## src/rtl/pipe_pkg.sv

```systemverilog
// Shared pipeline definitions for the five-stage core: T_new/T_use widths,
// MDU latencies, MD-op encoding and the register-hazard compare.
package pipe_pkg;

    localparam int         T_NEW_W          = 3;
    localparam logic [2:0] T_USE_NONE       = 3'b111;
    localparam int         MULT_CYCLES_DEF  = 5;
    localparam int         DIV_CYCLES_DEF   = 10;

    typedef enum logic {
        MD_MULT = 1'b0,
        MD_DIV  = 1'b1
    } md_op_e;

    // T_USE_NONE is the largest T_use, so it can never be below any T_new;
    // T_new == 0 can never exceed any T_use, which leaves it to forwarding.
    function automatic logic reg_hazard(
        input logic [4:0]         src,
        input logic [T_NEW_W-1:0] t_use,
        input logic [4:0]         dst,
        input logic [T_NEW_W-1:0] t_new,
        input logic               we
    );
        return we && (src == dst) && (src != 5'd0) && (t_use < t_new);
    endfunction

endpackage

```

## src/rtl/md_busy_timer.sv

```systemverilog
// MDU busy timer: loadable down-counter with busy/done decode.
// A start while busy reloads, so an aborted operation never reports done.
module md_busy_timer
    import pipe_pkg::*;
#(
    parameter int MULT_CYCLES = MULT_CYCLES_DEF,
    parameter int DIV_CYCLES  = DIV_CYCLES_DEF,
    parameter int CNT_W       = 4
) (
    input  logic clk,
    input  logic reset,
    input  logic start,
    input  logic is_div,
    output logic busy,
    output logic done
);

    logic [CNT_W-1:0] cnt;

    always_ff @(posedge clk or posedge reset) begin
        if (reset)
            cnt <= '0;
        else if (start)
            cnt <= (md_op_e'(is_div) == MD_DIV) ? CNT_W'(DIV_CYCLES) : CNT_W'(MULT_CYCLES);
        else if (cnt != '0)
            cnt <= cnt - 1'b1;
    end

    // Decoded straight from cnt so an async reset drops both at once.
    assign busy = (cnt != '0);
    assign done = (cnt == CNT_W'(1));

endmodule

```

## src/rtl/stall_ctrl.sv

```systemverilog
// D-stage hazard detector and stall controller: register hazards against E/M,
// MDU occupancy hazard, and a saturating count of stalled cycles.
module stall_ctrl
    import pipe_pkg::*;
#(
    parameter int MULT_CYCLES = MULT_CYCLES_DEF,
    parameter int DIV_CYCLES  = DIV_CYCLES_DEF,
    parameter int CNT_W       = 4
) (
    input  logic               clk,
    input  logic               reset,
    input  logic [4:0]         D_rs,
    input  logic [4:0]         D_rt,
    input  logic [T_NEW_W-1:0] D_T_use_rs,
    input  logic [T_NEW_W-1:0] D_T_use_rt,
    input  logic               D_is_md,
    input  logic [4:0]         E_Reg_Addr,
    input  logic [T_NEW_W-1:0] E_T_new,
    input  logic               E_Reg_W,
    input  logic [4:0]         M_Reg_Addr,
    input  logic [T_NEW_W-1:0] M_T_new,
    input  logic               M_Reg_W,
    input  logic               E_md_start,
    input  logic               E_md_is_div,
    output logic               stall,
    output logic               md_busy,
    output logic               md_done,
    output logic [31:0]        stall_cnt
);

    logic haz_e_rs, haz_e_rt, haz_m_rs, haz_m_rt, haz_md;

    md_busy_timer #(
        .MULT_CYCLES(MULT_CYCLES),
        .DIV_CYCLES (DIV_CYCLES),
        .CNT_W      (CNT_W)
    ) u_timer (
        .clk   (clk),
        .reset (reset),
        .start (E_md_start),
        .is_div(E_md_is_div),
        .busy  (md_busy),
        .done  (md_done)
    );

    assign haz_e_rs = reg_hazard(D_rs, D_T_use_rs, E_Reg_Addr, E_T_new, E_Reg_W);
    assign haz_e_rt = reg_hazard(D_rt, D_T_use_rt, E_Reg_Addr, E_T_new, E_Reg_W);
    assign haz_m_rs = reg_hazard(D_rs, D_T_use_rs, M_Reg_Addr, M_T_new, M_Reg_W);
    assign haz_m_rt = reg_hazard(D_rt, D_T_use_rt, M_Reg_Addr, M_T_new, M_Reg_W);
    // The start cycle itself must also hold an MD op, before busy has risen.
    assign haz_md   = D_is_md && (E_md_start || md_busy);

    assign stall = haz_e_rs | haz_e_rt | haz_m_rs | haz_m_rt | haz_md;

    always_ff @(posedge clk or posedge reset) begin
        if (reset)
            stall_cnt <= '0;
        else if (stall && (stall_cnt != 32'hFFFF_FFFF))
            stall_cnt <= stall_cnt + 32'd1;
    end

endmodule

```

## config.mk

```make
export PLATFORM = sky130hd
export DESIGN_NAME = stall_ctrl
export DESIGN_NICKNAME = d
export VERILOG_FILES = /design/src/rtl/pipe_pkg.sv /design/src/rtl/md_busy_timer.sv /design/src/rtl/stall_ctrl.sv
export SDC_FILE = /design/constraint.sdc
export NUM_CORES = 1
export LEC_CHECK = 0
export CORE_MARGIN = 2
export CORE_UTILIZATION = 31
export CTS_BUF_LIST = sky130_fd_sc_hd__clkbuf_8
export CTS_CLUSTER_SIZE = 8
export DETAILED_ROUTE_END_ITERATION = 16
export PLACE_DENSITY = 0.58
export RECOVER_POWER = 50
export SLEW_MARGIN = 20
export SYNTH_ARGS = -nofsm -noshare
export SYNTH_HDL_FRONTEND = slang
export SYNTH_SLANG_ARGS = --single-unit
```

## constraint.sdc

```tcl
create_clock -name clk -period 3.27 [get_ports clk]
set_clock_uncertainty 0.2 [all_clocks]
set_input_delay 0.981 -clock clk [delete_from_list [all_inputs] [get_ports clk]]
set_output_delay 0.981 -clock clk [all_outputs]
set_load 0.005 [all_outputs]
```

Word-level counts from Yosys, hierarchy flattened
Cells that the tools add are included.

operators by class
  add/sub/neg operators = 2
  $lt $le $gt $ge = 4
  equality and inequality tests = 6
  mux-type cells = 3
  bitwise operators = 4
  reductions and logical operators = 19

operators by type and width
  operator                                                               number
  32-bit by 1-bit adder with 32-bit output, second input constant        1
  32-bit != test, second input constant                                  1
  5-bit equality test                                                    4
  1-bit logical AND                                                      14
  3-bit < comparator                                                     4
  4-bit two-way mux                                                      3
  5-bit nonzero test                                                     2
  4-bit by 1-bit equality test with 1-bit output, second input constant  1
  1-bit OR                                                               4
  4-bit nonzero test                                                     1
  4-bit by 1-bit subtractor with 4-bit output, second input constant     1
  2-bit nonzero test                                                     1
  1-bit logical OR                                                       1

storage, ports and cells
  register bits after elaboration = 36
  output and inout port bits = 35
  word-level logic and storage cells = 40

Logic depth before layout (Yosys ltp)
  depth in word-level cells = 9
  depth in mapped cells = 10

Cells and area by module
A second synthesis with hierarchy kept.

second synthesis, totals
  cells, all modules = 241
  area, all modules = 2482.4 sq um

modules (own cells, without submodules)
  module         instances  cells each  area an instance (sq um)  seq. area each (sq um)
  stall_ctrl     1          217         2217.1                    800.8
  md_busy_timer  1          24          265.3                     100.1

Worst setup path after synthesis
Ideal clock, no wire load.

  path type = input-to-output
  start point = input port D_rt[1]
  end point = output port stall
  arrival time = 2.353 ns
  path slack = -0.264 ns
  stages = 7
  buffers on the path = 1
  cells stage by stage = or4_1 nor2_1 nor4_1 a22oi_1 o221a_2 buf_2 inv_1

between the ends
  longest elaborated chain between the ends = 8
  elaborated cells on any way between the ends = 13
  classes of those cells = 2 x eq/ne; 4 x bitwise; 7 x reduce/logical

RTL lines
  item                             line              RTL
  start, declared                  stall_ctrl.sv:13  input logic [4:0] D_rt,
  5-bit equality test              pipe_pkg.sv:24    return we && (src == dst) && (src != 5'd0) && (t_use < t_new);
  1-bit logical AND (3 in series)  pipe_pkg.sv:24
  1-bit OR (2 in series)           stall_ctrl.sv:53  assign stall = haz_e_rs | haz_e_rt | haz_m_rs | haz_m_rt | haz_md;
  1-bit OR * (2 in series)         stall_ctrl.sv:53
  end, declared                    stall_ctrl.sv:25  output logic stall,

Every way passes the cells marked *; elsewhere a longest branch is shown, timed or not.

Final worst setup path
  start point = input port D_rt[2]
  end point = output port stall

Same word-level chain as after synthesis.

==> results.yml <==
status:
  status: "finished, violations left"
  violations: "setup timing"
die:
  die-width_um: 90.9
  core_um2: 7290
  io_pins: 74
  fp.dieH_um: 90.9
  start_util: 0.321
  rows: 31
  dieArea_um2: 8260
synth:
  synth_mux_area_frac: 0.00642
  synth_top_area_cell: "dfrtp_1"
  syn_area_um2: 2340
  avgSynthCellArea_um2: 9.91
  synth_fa_ha_area_frac: 0.0642
  synthSimpleGateAreaFrac: 0.242
  synthDistinctLibCells: 39
  syn_inst: 236
  yosysWarningCount: 0
  synth.ff_latch_count: 36
  synth_compound_area_frac: 0.0535
  synth_top_family_by_area: "simple AND/OR/NAND/NOR gates"
  synth_area_leaders: "dfrtp_1, xor2_1, ha_1"
  seq_area_frac_synth: 0.385
  synth_top_area_frac: 0.385
  synth_xor_area_frac: 0.198
  syn_nets: 287
detailed_routing:
  wl_met2_um: 2520
  top_layer_used: "met4"
  wl_um: 5540
  wl_per_cell_um: 13.0
  drt_first_pass_iters: 4
  wl_met1_um: 2570
  drt_iter0_drc: 73
  final_antenna_net_count: 0
  num_vias: 2046
  via_per_inst: 4.79
  drc: 0
  wl_met3_um: 398
sta:
  slew_headroom: 0.401
  worst_pin_slew_ns: 0.899
  fmax_mhz: 282
  layout_min_cycle_time_ns: 3.54
  hold_slack_ns: 0.287
  min_period_over_period: 1.08
  rsz0062_at_grt: "true"
  final-hold-violation-count: 0
  slew_violations: 0
  setup_ws_ns: -0.270
  setup_viol: 1
setup_path:
  r2r-end: "stall_cnt[1]"
  reg2reg_depth: 8
  worstPathCellList: "buf_6 > or4_4 > nor2_4 > nor4_2 > a22oi_1 > o221a_4 > inv_2 > buf_6"
  cpMostUsedCell: "buf_6"
  crit_type: "primary input to output port"
  r2r_slack_ns: 0.57
  path_max_fanout: 2
  r2r-start: "stall_cnt[7]"
  endpoint_kind: "output port"
  slowest_delay_ns: 0.53
  worstPathRequired_ns: 2.09
  arrival_ns: 2.36
  startpoint_type: "primary input"
  cpMaxStageDelayCell: "or4_4"
  critPathLaunch: "D_rt[2]"
cells_and_area:
  n_antenna_cell: 0
  fillCellCount: 738
  seq_area_um2: 901
  nets: 378
  drive_gt1_frac: 0.186
  syn_to_final_growth_pct: 45.6
  post-route-util: 0.467
  multi_input_area_um2: 1420
clock_network:
  clk_path_buf_depth: 2
  numCtsBuffers: 5
  clkLatencyLatePin_ns: 0.28
  hold_buffers: 0
  cts_root_buf: "clkbuf_8"
  cts_tree: "done"
  cts.sinks: 36
  h-tree-depth: 2
  clk_pin_slew_ns: 0.07
min_path:
  hold_depth: 1
  hp-class: "flop to flop"
  hp-start: "stall_cnt[27]"
  hold_end: "stall_cnt[27]"
global_route:
  antenna_found_initial: 0
  first_global_vias: 1975
  overflow: 0
  grt_pass1_wl_um: 9100
  grt_usage: 0.135
  grt_max_degree: 37
pwr:
  ir_drop_uv: 142
  power.total_uw: 1330
  p_leak_uw: 0.00158
  p_per_area_nw_per_um2: 391
place:
  dpl.hpwl_um: 4250
  numPortBuffers: 73
  gp_congestion: 0.830
flow_run:
  max_cap_viol_count: 0
power by group:
part / total [µW] / switching [µW] / internal, µW / leakage [µW]
clock network: 316 / 151 / 166 / 0.0000538
logic: 412 / 163 / 249 / 0.00107
registers: 604 / 85.3 / 519 / 0.000454
total: 1330 / 399 / 933 / 0.00158
registers in the layout, indices dropped and copies added (netlist names):
| name | count |
|---|---|
| stall_cnt | 32 |
| u_timer.cnt | 4 |
logic make-up after synthesis:
logic type | count (synthesis)
AOI/OAI and AO/OA | 18
xor gates and xnor gates | 53
adders and majority gates | 12
buffers and inverters | 21
DFF | 36
muxes | 1
and+or+nand+nor | 95
placed cells by master (no fill, tap or decap), drive strengths merged, types with 12 or more instances in the layout:
master         count
dlygate4sd2       19
dlygate4sd3       15
inv               15
xor2              42
nand2             12
nor2              12
buf               26
nand4             12
clkdlybuf4s50     29
dfrtp             36
nor3              17
ha                12
cells in the mapped netlist:
library cell  count
xor2_1           42
dfrtp_1          36
nor3_1           17
inv_1            13
ha_1             12
nand4_1          12
nand2_1          11
nor2_1           11
xnor2_1          11
nor4_1           10
nand3_1           9
a21boi_0          4
buf_6             4
o21a_1            4
o21ai_0           4
and2_1            3
and3_1            3
nor3b_1           3
nor4b_1           3
nor4b_2           3
buf_4             2
or4_1             2
a21o_1            1
a21oi_1           1
a22oi_1           1
a31oi_1           1
and2b_1           1
and4_1            1
and4_4            1
buf_2             1
clkbuf_1          1
mux2_4            1
nand2_4           1
nand2b_1          1
nor2_2            1
nor4_2            1
o221a_2           1
o31ai_1           1
or3_1             1
worst max-delay path: cells and delay by family:
kind,cells,cell delay [ns]
compound gates,2,0.45
simple gates,3,0.69
buf+inv,3,0.23
area by class of cell:
type | count | share of cell area
Tap cell | 99 | 0.0364
Sequential cell | 36 | 0.264
Clock inverter | 2 | 0.00220
Clock buffer | 6 | 0.0242
Multi-Input combinational cell | 179 | 0.418
Inverter | 13 | 0.0143
Timing Repair Buffer | 92 | 0.241
layer usage:
layer | track usage | vias to the layer above
met3 | 0.0442 | 5
met5 | 0 | -
met1 | 0.170 | 957
met4 | 0.0417 | 0
met2 | 0.222 | 69
li1 | - | 1015
metrics by stage:
step	worst slack, ns	cell area (µm²)	setup TNS (ns)	std cells
4_1_cts	-0.295	3400	-0.295	427
3_5_place_dp	-0.974	3270	-10.58	419
5_1_grt	-0.331	3410	-0.331	427
2_1_floorplan	-0.198	2350	-0.198	236
3_3_place_gp	-0.965	3270	-10.04	419
6_report	-0.270	3410	-0.270	427
worst max path at each step:
stage / endpoint / slack, ns / depth (start not counted)
4_1_cts: stall / -0.29 / 8
5_1_grt: stall / -0.33 / 8
6_report: stall / -0.27 / 8
2_1_floorplan: stall / -0.20 / 7
3_5_place_dp: stall / -0.97 / 8
3_3_place_gp: stall / -0.97 / 8
what timing repair did:
item                       CTS  global route
gates resized for setup     85             2
pin swaps                   21             3
gates cloned                 0             0
setup buffers                0             0
setup endpoints to repair    9             1
No activity file was read; power rests on OpenSTA's default activity.
